[src/rtl/rf_arbiter.sv]
// Round-robin arbiter and sequencer in front of the 4x8 1W/2R register file.
// It accepts single-beat transactions from two requesters and returns a response pulse per accepted transaction.
module rf_arbiter #(
  parameter int PRIO_INIT = 0
) (
  input  logic       clk,
  input  logic       rst,
  input  logic       a_valid,
  output logic       a_ready,
  input  logic       a_we,
  input  logic [1:0] a_waddr,
  input  logic [7:0] a_wdata,
  input  logic [1:0] a_raddr0,
  input  logic [1:0] a_raddr1,
  input  logic       b_valid,
  output logic       b_ready,
  input  logic       b_we,
  input  logic [1:0] b_waddr,
  input  logic [7:0] b_wdata,
  input  logic [1:0] b_raddr0,
  input  logic [1:0] b_raddr1,
  output logic       a_resp_valid,
  output logic       b_resp_valid,
  output logic [7:0] resp_data0,
  output logic [7:0] resp_data1,
  output logic       rf_wr_en,
  output logic [1:0] rf_wr_addr,
  output logic [7:0] rf_wr_data,
  output logic [1:0] rf_rda_addr,
  output logic [1:0] rf_rdb_addr,
  input  logic [7:0] rf_rd_data1,
  input  logic [7:0] rf_rd_data2
);

  localparam int NREQ   = 2;
  localparam int STAGES = 3;

  typedef struct packed {
    logic       we;
    logic [1:0] waddr;
    logic [7:0] wdata;
    logic [1:0] raddr0;
    logic [1:0] raddr1;
  } req_t;

  typedef enum logic {IDLE = 1'b0, WHOLD = 1'b1} state_t;

  state_t state, state_nxt;

  req_t [NREQ-1:0] req;
  req_t            cur;
  logic [NREQ-1:0] valid, gnt, ready, resp;
  logic            prio, sel, accept, idle;
  logic [STAGES:1] vld_pipe, id_pipe;

  assign req[0] = {a_we, a_waddr, a_wdata, a_raddr0, a_raddr1};
  assign req[1] = {b_we, b_waddr, b_wdata, b_raddr0, b_raddr1};
  assign valid  = {b_valid, a_valid};

  // Contention goes to the pointer; a lone requester always wins.
  always_comb begin
    gnt = '0;
    if (&valid) gnt[prio] = 1'b1;
    else        gnt = valid;
  end

  assign sel    = gnt[1];
  assign cur    = req[sel];
  assign ready  = gnt & {NREQ{idle & ~rst}};
  assign accept = |ready;

  // FSM: state register
  always_ff @(posedge clk or posedge rst) begin
    if (rst) state <= IDLE;
    else     state <= state_nxt;
  end

  // FSM: next state
  always_comb begin
    state_nxt = state;
    case (state)
      IDLE:    if (accept && cur.we) state_nxt = WHOLD;
      WHOLD:   state_nxt = IDLE;
      default: state_nxt = IDLE;
    endcase
  end

  // FSM: outputs
  always_comb begin
    idle = (state == IDLE);
  end

  // Write data/address stay put through WHOLD so the file samples data on its second edge.
  always_ff @(posedge clk or posedge rst) begin
    if (rst) begin
      prio        <= (PRIO_INIT != 0);
      rf_wr_en    <= 1'b0;
      rf_wr_addr  <= '0;
      rf_wr_data  <= '0;
      rf_rda_addr <= '0;
      rf_rdb_addr <= '0;
    end else begin
      rf_wr_en <= 1'b0;
      if (accept) begin
        prio        <= ~sel;
        rf_rda_addr <= cur.raddr0;
        rf_rdb_addr <= cur.raddr1;
        if (cur.we) begin
          rf_wr_en   <= 1'b1;
          rf_wr_addr <= cur.waddr;
          rf_wr_data <= cur.wdata;
        end
      end
    end
  end

  // Tag pipeline matches the register file's read latency plus our address register.
  always_ff @(posedge clk or posedge rst) begin
    if (rst) begin
      vld_pipe <= '0;
      id_pipe  <= '0;
    end else begin
      vld_pipe <= {vld_pipe[STAGES-1:1], accept};
      id_pipe  <= {id_pipe[STAGES-1:1], sel};
    end
  end

  for (genvar g = 0; g < NREQ; g++) begin : g_resp
    assign resp[g] = vld_pipe[STAGES] & (int'(id_pipe[STAGES]) == g);
  end

  assign a_ready      = ready[0];
  assign b_ready      = ready[1];
  assign a_resp_valid = resp[0];
  assign b_resp_valid = resp[1];
  assign resp_data0   = rf_rd_data1;
  assign resp_data1   = rf_rd_data2;

endmodule

[config.mk]
export PLATFORM = sky130hd
export DESIGN_NAME = rf_arbiter
export DESIGN_NICKNAME = d
export VERILOG_FILES = /design/src/rtl/rf_arbiter.sv
export SDC_FILE = /design/constraint.sdc
export NUM_CORES = 1
export LEC_CHECK = 0
export CAP_MARGIN = 20
export CORE_AREA = 2 2 63 65
export CTS_BUF_LIST = sky130_fd_sc_hd__clkbuf_16
export DETAILED_ROUTE_END_ITERATION = 16
export DIE_AREA = 0 0 65 67
export PLACE_DENSITY = 0.76
export RECOVER_POWER = 25
export SLEW_MARGIN = 40
export SYNTH_ARGS = -nofsm -noshare
export SYNTH_HDL_FRONTEND = slang
export SYNTH_SLANG_ARGS = --single-unit
export TNS_END_PERCENT = 5
[constraint.sdc]
create_clock -name clk -period 4.1 [get_ports clk]
set_input_delay 0.82 -clock clk [delete_from_list [all_inputs] [get_ports clk]]
set_output_delay 0.82 -clock clk [all_outputs]
set_load 0.01 [all_outputs]
Yosys cells after proc, flatten, opt, wreduce, memory -nomap -nowiden --
Cells that the tools add are included.
Operators by class: order comparisons 3, muxes and demuxes 9, bitwise gates (word level) 8, reductions and logical operators 5
Operators with widths (count):
- $mux W15 | 2
- $lt A1 B2 Y1 const B | 2
- $mux W1 | 4
- $not A1 Y1 | 4
- $reduce_and A2 Y1 | 2
- $and A1 B1 Y1 | 3
- $and A2 B2 Y2 | 1
- $logic_and A1 B1 Y1 | 2
- $mux W2 | 1
- $pmux W1 S2 | 1
- $reduce_or A2 Y1 | 1
- $demux W1 S1 | 1
- $ge A1 B1 Y1 const B | 1
Word-level totals: register bits after elaboration 23, input port bits 50, output and inout bits 35, word-level logic and storage cells 34

Logic depth before layout (Yosys ltp) --
Gate-level depths: netlist (run 1).
word-level depth 10, mapped depth 5, mapped depth without buffers 4

Worst setup path before layout (run 1) --
Ideal clock, no wire load.
kind input-to-output, from in b_valid, to out b_ready, arrival time 1.670 ns, data required time 3.280 ns, path slack 1.610 ns, cell stages on the path 4, path buffers 1, path through clkbuf_1 > or2_2 > nand2_1 > nor3_1
On the way: longest elaborated chain between the ends 3
Ends and longest elaborated chain:
- from (decl) | RTL line 15 | input logic b_valid,
- $reduce_and A2 Y1 | RTL line 63 | if (&valid) gnt[prio] = 1'b1;
- $mux W2 (*) | RTL line 63
- $and A2 B2 Y2 (*) | RTL line 69 | assign ready = gnt & {NREQ{idle & ~rst}};
- to (decl) | RTL line 16 | output logic b_ready,
Every way passes the cells marked *; elsewhere a longest branch is shown, timed or not.

Final worst setup path (run 1) --
from in rst, to out b_ready
On the way: longest elaborated chain between the ends 3
Ends and longest elaborated chain:
- from (decl) | RTL line 7 | input logic rst,
- $not A1 Y1 | RTL line 69
- $and A1 B1 Y1 | RTL line 69
- $and A2 B2 Y2 | RTL line 69
No other way between the ends.

==> summary.md, run 1 <==
| Metric | Value |
|---|---|
| Setup tns final | 0 ns |
| Fraction of layout cells with a size suffix above 1 | 11.73% |
| Met1 Routed Length | 1155 um |
| Global-route congestion overflow total | 0 |
| Port bufs | 52 |
| 1st-iter DRT viols | 14 |
| Clock slew at reported path FFs | 0.06 ns |
| Crit. End Element | output pin |
| Cts repair resizes | 0 |
| Wire length on met2 | 1497 um |
| Ports | 85 |
| Initial Util | 34.87% |
| Vias | 1043 |
| Nets | 213 |
| Slack of the critical path | 0.5506 ns |
| Tcrit/Tclk final | 86.57% |
| Mapped Area | 1257 um2 |
| Worst path max stage delay | 0.58 ns |
| CTS H-tree depth | 1 |
| WP data arrival | 2.73 ns |
| Seq/Total Area, Yosys | 45.77% |
| Critical Path Source | rst |
| Mapped Nets | 178 |
| Cells along the critical path | dlygate4sd3_1 > nor2_1 > nand2_1 > nor3_1 > clkdlybuf4s50_1 |
| Setup Viol. Count Final | 0 |
| Synth warn | 0 |
| Fillers | 339 |
| Max Clock Skew | 0.003704 ns |
| Setup WS pre-CTS | 0.6544 ns |
| Status | finished, final reports clean |
| Max Cap Viol | 0 |
| Peak Freq | 281.7 MHz |
| Crit-path slowest cell | dlygate4sd3_1 |
| Launching element type of the critical path | input pin |
| Relative slew slack | 43.69% |
| First-pass GRT wire length | 4733 um |
| Total Routing Usage GR | 14.16% |
| Antenna diodes | 0 |
| WL final | 2947 um |
| Die height | 67 um |
| Number of global-route vias before repair | 1007 |
| PwrDens | 424.9 nW/um2 |
| Pin count of the biggest net entering global routing | 24 |
| Register bit total from synthesis | 23 |
| Netlist cell types | 24 |
| Die Area | 4355 um2 |
| Placement row count | 22 |
| Root Driver | clkbuf_16 |
| Slew Viols, Final | 0 |
| IR drop worst, VDD | 0.1610 mV |
| Avg Inst Size Synth | 9.824 um2 |
| Crit path time final | 3.549 ns |
| FF-to-FF Start | state |
| DR WL/cell | 14.03 um |
| R2R setup slack | 2.25 ns |
| Final hold vios | 0 |
| Vias per cell | 4.967 |
| Clk_lat worst skew | 0.25 ns |
| Antenna viol nets, final | 0 |
| Number of flops mapped to enable cells by yosys | 0 |
| TritonRoute pass-1 iters | 4 |
| Routability-driven placement congestion ratio | 0.8378 |
| Worst Path Required | 3.28 ns |
| HPWL Detailed | 2281 um |
| TritonCTS clock tree | done |
| Ys flop type | dfrtp_1 |
| Worst-Margin Slew | 0.8437 ns |
| Crit-path max FO | 7 |
| Remaining DRCs | 0 |
| Initial antenna violation count | 0 |
| Worst hold path class | reg2reg |
| Clock tree sinks | 23 |
| Mapped Cells | 128 |
| Detail Route met3 WL | 237 um |
| RSZ-0062 raised after global routing | false |
| Longest Clk Path Bufs | 2 |
| RR Endpoint | rf_wr_addr[1] |
| Die Wd | 65 um |
| TritonCTS Buffers | 3 |
| Crit Path Category | in2out |
| Syn-to-layout area delta | 41.29% |
| CP endpoint | b_ready |
| Setup Fix Bufs, Post-CTS | 0 |
| Core Area | 3606 um2 |
| Hold Buf Count CTS | 0 |
| Async set-or-reset flop fraction in the synthesized netlist | 100.0% |
| LEAKAGE | 0.0007189 uW |
| Max Used Layer | met4 |
| Worst R2R Path Depth | 3 |
==> cell families (layout without fill, tap and decap cells) <==
| group | count (synthesis) | count (layout) | share of synthesized area [%] |
|---|---|---|---|
| AO/OA/AOI/OAI | 38 | 38 | 24.97 |
| buffers and inverters | 38 | 72 | 16.92 |
| AND/OR/NAND/NOR | 29 | 29 | 12.34 |
| flip-flops | 23 | 23 | 45.77 |
==> power by group <==
| group | total (uW) | internal (uW) | switching (uW) | leakage (uW) |
|---|---|---|---|---|
| sequential | 299 | 272 | 26.7 | 0.000267 |
| clock | 206 | 131 | 75.2 | 0.0000409 |
| combinational | 250 | 143 | 107 | 0.000411 |
==> placed cells by master (no fill, tap or decap), drive strengths merged <==
master	netlist	routed
and3	1	1
nand2b	1	1
nand2	1	1
a31oi	15	15
nand3	5	5
a21oi	7	7
nor3	11	11
or2	2	2
nor3b	1	1
inv	13	13
o21ai	5	5
a221oi	10	10
or3b	1	1
a21bo	1	1
nor2	3	3
clkinv	0	1
nor2b	2	2
and2	1	1
dfrtp	23	23
buf	20	3
dlygate4sd3	0	1
clkbuf	5	3
clkdlybuf4s50	0	51
==> final cells by class <==
| type | count | area, um2 | area share, % |
|---|---|---|---|
| clock buffers | 3 | 75.07 | 4.225 |
| repair buffers | 55 | 543.0 | 30.56 |
| inverters | 13 | 48.80 | 2.746 |
| flip-flops and latches | 23 | 575.6 | 32.39 |
| clock inverters | 1 | 5.005 | 0.2817 |
| multi-input cells | 67 | 469.2 | 26.41 |
| well taps | 48 | 60.06 | 3.380 |
==> worst min path at each step <==
stage / from / endpoint / slack [ns] / cells after the start
3_5_place_dp: id_pipe[2] / id_pipe[3] / 0.34 / 0
5_1_grt: id_pipe[2] / id_pipe[3] / 0.36 / 0
4_1_cts: id_pipe[2] / id_pipe[3] / 0.35 / 0
2_1_floorplan: id_pipe[1] / id_pipe[2] / 0.33 / 0
3_3_place_gp: id_pipe[1] / id_pipe[2] / 0.33 / 0
6_report: id_pipe[2] / id_pipe[3] / 0.35 / 0
==> worst max-delay path: cells and delay by family <==
| family | cells | cell delay [ns] |
|---|---|---|
| buffers and inverters | 2 | 1.14 |
| and+or+nand+nor | 3 | 0.76 |
==> metrics by stage <==
stage | utilization (%) | total power, uW | hold slack, ns | std cells | area, um2
after global routing | 49.27 | 794.4 | 0.3556 | 210 | 1777
after CTS | 49.27 | 762.7 | 0.3501 | 210 | 1777
final | 49.27 | 754.9 | 0.3476 | 210 | 1777
after global placement | 47.05 | 548.3 | 0.3333 | 206 | 1697
after detailed placement | 47.05 | 555.8 | 0.3362 | 206 | 1697
after floorplan | - | 433.1 | 0.3312 | 128 | 1257
==> cells in the mapped netlist (all sizes together), types with 3 or more instances <==
master  number  area [um2]
nand3        5       25.02
o21ai        5       25.02
nor3        11       55.05
dfrtp       23       575.6
a21oi        7       35.03
a221oi      10       150.1
nor2         3       11.26
a31oi       15       93.84
clkbuf       5       18.77
inv         13       48.80
buf         20       145.1
==> state kept, by name, indices dropped and copies added, names as in the netlist <==
name and flops:
id_pipe 3, rf_wr_en 1, vld_pipe 3, rf_rda_addr 2
state 1, rf_rdb_addr 2, prio 1, rf_wr_data 8
rf_wr_addr 2
==> routing by layer <==
layer / vias up / GRT usage, %
li1: 511 / -
met1: 480 / 17.21
met2: 46 / 23.58
met4: 0 / 6.117
met5: - / 0
met3: 6 / 3.716
(Power assumes the default switching activity.)
==> run 2, diff against run 1 <==
- RECOVER_POWER: 25 -> default
- TNS_END_PERCENT: 5 -> default
==> run 2 against run 1 <==
  * Fmax is 3.1% higher
  * Worst setup slack better by 0.11 ns
  * Non-clock buffer count stayed put
  * Largest cell class unchanged
==> summary.md, run 2 (synthesis results as in run 1) <==
| Metric | Value |
|---|---|
| 1st-iter DRT viols | 13 |
| Setup Viol. Count Final | 0 |
| LEAKAGE | 0.0007175 uW |
| Top reg by flops | rf_wr_data |
| Met1 Routed Length | 1155 um |
| Setup WS pre-CTS | 0.6544 ns |
| Global-route congestion overflow total | 0 |
| Cts repair resizes | 0 |
| Vias per cell | 4.981 |
| IR drop worst, VDD | 0.1610 mV |
| DR WL/cell | 14.04 um |
| Nets | 213 |
| HPWL Detailed | 2281 um |
| Die height | 67 um |
| Cell Area, Placed | 1697 um2 |
| WP data arrival | 2.62 ns |
| Sw Ratio | 27.69% |
| Ports | 85 |
| Worst-Margin Slew | 0.6108 ns |
| Die Area | 4355 um2 |
| Routability-driven placement congestion ratio | 0.8378 |
| Clk_lat worst skew | 0.25 ns |
| Clock tree sinks | 23 |
| TritonRoute pass-1 iters | 4 |
| Crit. End Element | output pin |
| Initial Util | 34.87% |
| Remaining DRCs | 0 |
| Hold_ws | 0.3477 ns |
| Crit Path Category | in2out |
| Status | finished, final reports clean |
| Pin count of the biggest net entering global routing | 24 |
| Crit-path max FO | 7 |
| RSZ-0062 raised after global routing | false |
| Max Clock Skew | 0.003777 ns |
| Wire length on met2 | 1500 um |
| Slew Viols, Final | 0 |
| Initial antenna violation count | 0 |
| Setup tns final | 0 ns |
| Fillers | 339 |
| Peak Freq | 290.3 MHz |
| TritonCTS clock tree | done |
| Detail Route met3 WL | 238 um |
| Port bufs | 52 |
| Die Wd | 65 um |
| Post-route total power | 755.5 uW |
| Worst Path Required | 3.28 ns |
| Syn-to-layout area delta | 41.29% |
| Clock Power Share | 27.3% |
| Setup Fix Bufs, Post-CTS | 0 |
| Tcrit/Tclk final | 84.01% |
| Commonest non-fill, non-tap cells in the layout | clkdlybuf4s50_1, dfrtp_1, a31oi_1 |
| Antenna diodes | 0 |
| Root Driver | clkbuf_16 |
| Commonest non-fill, non-tap cell in the layout | clkdlybuf4s50_1 |
| Total Routing Usage GR | 14.16% |
| Placement row count | 22 |
| Worst hold path class | reg2reg |
| CTS H-tree depth | 1 |
| Int Power | 546.3 uW |
| PwrDens | 425.2 nW/um2 |
| Seq pwr share | 39.6% |
| Sw Pwr | 209.2 uW |
| Max Used Layer | met4 |
| Final hold vios | 0 |
| Fraction of layout cells with a size suffix above 1 | 12.35% |
| Clock slew at reported path FFs | 0.06 ns |
| Max Cap Viol | 0 |
| Relative slew slack | 59.28% |
| Number of global-route vias before repair | 1007 |
| Hold Buf Count CTS | 0 |
| First-pass GRT wire length | 4733 um |
| Comb power frac | 33.1% |
| Launching element type of the critical path | input pin |
| Vias | 1046 |
| Longest Clk Path Bufs | 2 |
| WL final | 2949 um |
| Slack of the critical path | 0.6557 ns |
| Core Area | 3606 um2 |
| TritonCTS Buffers | 3 |
| Design area | 1777 um2 |
| Number of flip-flops in the largest register | 8 |
| Crit path time final | 3.444 ns |
| Largest registers | rf_wr_data x8, id_pipe x3, vld_pipe x3 |
| Antenna viol nets, final | 0 |
-- run 2: per-stage QoR --
stage / std cells / util [%]
2_1_floorplan: 128 / -
3_3_place_gp: 206 / 47.05
3_5_place_dp: 206 / 47.05
4_1_cts: 210 / 49.27
5_1_grt: 210 / 49.27
6_report: 210 / 49.27
-- run 2: layout make-up --
| cell class | instances | area (um2) | area share, % |
|---|---|---|---|
| Sequential cell | 23 | 575.6 | 32.39 |
| Timing Repair Buffer | 55 | 543.0 | 30.56 |
| Multi-Input combinational cell | 67 | 469.2 | 26.41 |
| Clock buffer | 3 | 75.07 | 4.225 |
| Tap cell | 48 | 60.06 | 3.380 |
| Inverter | 13 | 48.80 | 2.746 |
| Clock inverter | 1 | 5.005 | 0.2817 |
-- run 2: power by group through the flow --
stage	Combinational, uW	Sequential, uW	Clock, uW
3_3_place_gp	247	302	0
4_1_cts	253	300	210
6_report	250	299	206
2_1_floorplan	117	316	0
5_1_grt	272	306	217
3_5_place_dp	252	304	0
-- run 2: worst paths after layout --
check | startpoint | slack, ns | end | depth (start not counted)
min reg2reg | id_pipe[2] | 0.35 | id_pipe[3] | 0
min | id_pipe[2] | 0.35 | id_pipe[3] | 0
min in group asynchronous | rst | 0.98 | rf_wr_en | 2
max reg2reg | state | 2.25 | rf_wr_addr[1] | 3
max in group asynchronous | rst | 2.80 | rf_wr_data[4] | 2
max | rst | 0.66 | b_ready | 5
-- run 2: worst max-delay path, cell delays in order --
cell and delay (ns):
clkdlybuf4s50_1 0.47, nor2_1 0.35, nand2_1 0.20, nor3_1 0.22, clkdlybuf4s50_1 0.56
-- run 2: routing by layer --
metal  vias up  GRT usage, %
li1        511             -
met1       483         17.21
met2        46         23.58
met3         6         3.716
met4         0         6.117
met5         -             0
==> run 3, diff against run 2 <==
- clock period: 4.1 -> 3.4 ns (I/O delays scaled with it)
==> run 3 against run 2 <==
  * Register-to-register slack worse by 0.73 ns
  * Global-route usage up 0.44 points
  * Total power up 21%
  * Sequential power up 20%
  * Final area up 0.85%
  * Non-clock buffer count up 2
  * Critical path depth unchanged
  * Core utilization up 0.42 points
  * First-iteration DRC count rose to 3.6 times the previous value
  * Count of clock-buffer cells in the layout unchanged
  * Sequential share of layout area down 0.27 points
==> summary.md, run 3 (synthesis results as in run 1) <==
| Metric | Value |
|---|---|
| Status | finished, final reports clean |
| Buf/Inv on CP | 2 |
| Launching element type of the critical path | input pin |
| Crit Path Category | in2out |
| WP data arrival | 2.38 ns |
| R2R setup slack | 1.52 ns |
| Antenna diodes | 0 |
| Root Driver | clkbuf_16 |
| Global-route congestion overflow total | 0 |
| Max Clock Skew | 0.004325 ns |
| Worst-Margin Slew | 0.6358 ns |
| Worst path max stage delay | 0.55 ns |
| Vias | 1078 |
| Vias per cell | 5.085 |
| Clk_lat worst skew | 0.25 ns |
| Fraction of layout cells with a size suffix above 1 | 13.41% |
| Setup Viol. Count Final | 0 |
| LEAKAGE | 0.0007272 uW |
| Hold Buf Count CTS | 0 |
| Setup tns final | 0 ns |
| Crit-path max FO | 7 |
| Setup Fix Bufs, Post-CTS | 0 |
| Tcrit/Tclk final | 89.88% |
| Longest Clk Path Bufs | 2 |
| 1st-iter DRT viols | 47 |
| First-pass GRT wire length | 4788 um |
| TritonCTS Buffers | 3 |
| Commonest non-fill, non-tap cells in the layout | clkdlybuf4s50_1, dfrtp_1, a31oi_1 |
| Critical Path Source | a_valid |
| Syn-to-layout area delta | 42.49% |
| Die height | 67 um |
| RSZ-0062 raised after global routing | false |
| HPWL Detailed | 2291 um |
| Largest registers | rf_wr_data x8, id_pipe x3, vld_pipe x3 |
| Crit path time final | 3.056 ns |
| Commonest non-fill, non-tap cell in the layout | clkdlybuf4s50_1 |
| Initial antenna violation count | 0 |
| Port bufs | 52 |
| Ports | 85 |
| WL final | 3022 um |
| Nets | 215 |
| Clock slew at reported path FFs | 0.06 ns |
| Worst hold path class | reg2reg |
| Top reg by flops | rf_wr_data |
| Routability-driven placement congestion ratio | 0.8102 |
| Worst R2R Path Depth | 3 |
| PwrDens | 510.4 nW/um2 |
| Pin count of the biggest net entering global routing | 24 |
| Crit-path slowest cell | clkdlybuf4s50_1 |
| CP Depth | 5 |
| Core Area | 3606 um2 |
| Top Family by Delay on Critical Path | buffers and inverters |
| Antenna viol nets, final | 0 |
| Worst Hold End | id_pipe[2] |
| Initial Util | 34.87% |
| RR Endpoint | rf_wr_data[2] |
| Die Wd | 65 um |
| Final hold vios | 0 |
| Worst Hold Path Cells | 0 |
| Remaining DRCs | 0 |
| FF-to-FF Start | state |
| DR WL/cell | 14.25 um |
| Cells along the critical path | clkdlybuf4s50_1 > nor2b_1 > nor2_1 > nor2_1 > clkdlybuf4s50_1 |
| Max Cap Viol | 0 |
| Cts repair resizes | 0 |
| Number of flip-flops in the largest register | 8 |
| Peak Freq | 327.2 MHz |
| Placement row count | 22 |
| IR drop worst, VDD | 0.1965 mV |
| Clock tree sinks | 23 |
| CTS H-tree depth | 1 |
| Total Routing Usage GR | 14.60% |
| Min-delay src | id_pipe[1] |
| Number of global-route vias before repair | 1022 |
| TritonCTS clock tree | done |
| Slew Viols, Final | 0 |
| Relative slew slack | 57.61% |
| TritonRoute pass-1 iters | 4 |
| Die Area | 4355 um2 |
| Worst Path Required | 2.72 ns |
| Crit. End Element | output pin |
| Hold_ws | 0.3466 ns |
==> run 3: cell count changes in the layout (fill, tap and decap cells not counted) <==
cell	delta
buf_4	+2
==> run 3: area by class of cell <==
type                    count  area [um2]
clock buffers               3       75.07
clock inverters             1       5.005
fillers                   347        1814
inverters                  13       48.80
multi-input cells          67       469.2
flip-flops and latches     23       575.6
well taps                  48       60.06
repair buffers             57       558.0
==> run 3: power by group <==
group	total (uW)	leakage (uW)	switching (uW)	internal, uW
Sequential	360	0.000267	31.1	328
Clock	251	0.0000409	92.9	158
Combinational	304	0.000420	130	174
==> run 3: stage by stage <==
stage          cell area, um2  power [uW]  setup WS (ns)  util [%]  std cells
6_report                 1792       914.5         0.3441     49.69        212
5_1_grt                  1792       963.4         0.2699     49.69        212
4_1_cts                  1792       924.3         0.3512     49.69        212
3_5_place_dp             1712       671.2         0.3565     47.47        208
3_3_place_gp             1712       661.6         0.4504     47.47        208
2_1_floorplan            1257       522.2          1.190         -        128
==> run 3: how the worst max path moves through the flow <==
stage	to	slack, ns
finish	a_ready	0.34
global route	a_ready	0.27
CTS	b_ready	0.35
detailed placement	b_ready	0.36
global placement	b_ready	0.45
floorplan	b_ready	1.19
==> run 3: worst reg2reg max path, delay by kind of cell (launching register included) <==
kind | cells | cell delay [ns]
AOI/OAI and AO/OA | 1 | 0.34
DFF | 1 | 0.40
and+or+nand+nor | 2 | 1.05
==> run 3: per-layer routing <==
metal  track usage, %  part of all wire (%)  vias to the layer above
li1                 -                     -                      517
met1            17.56                    40                      510
met2            24.61                    52                       49
met3            3.885                   7.4                        2
met4            6.117                   1.1                        0
met5                0                     0                        -
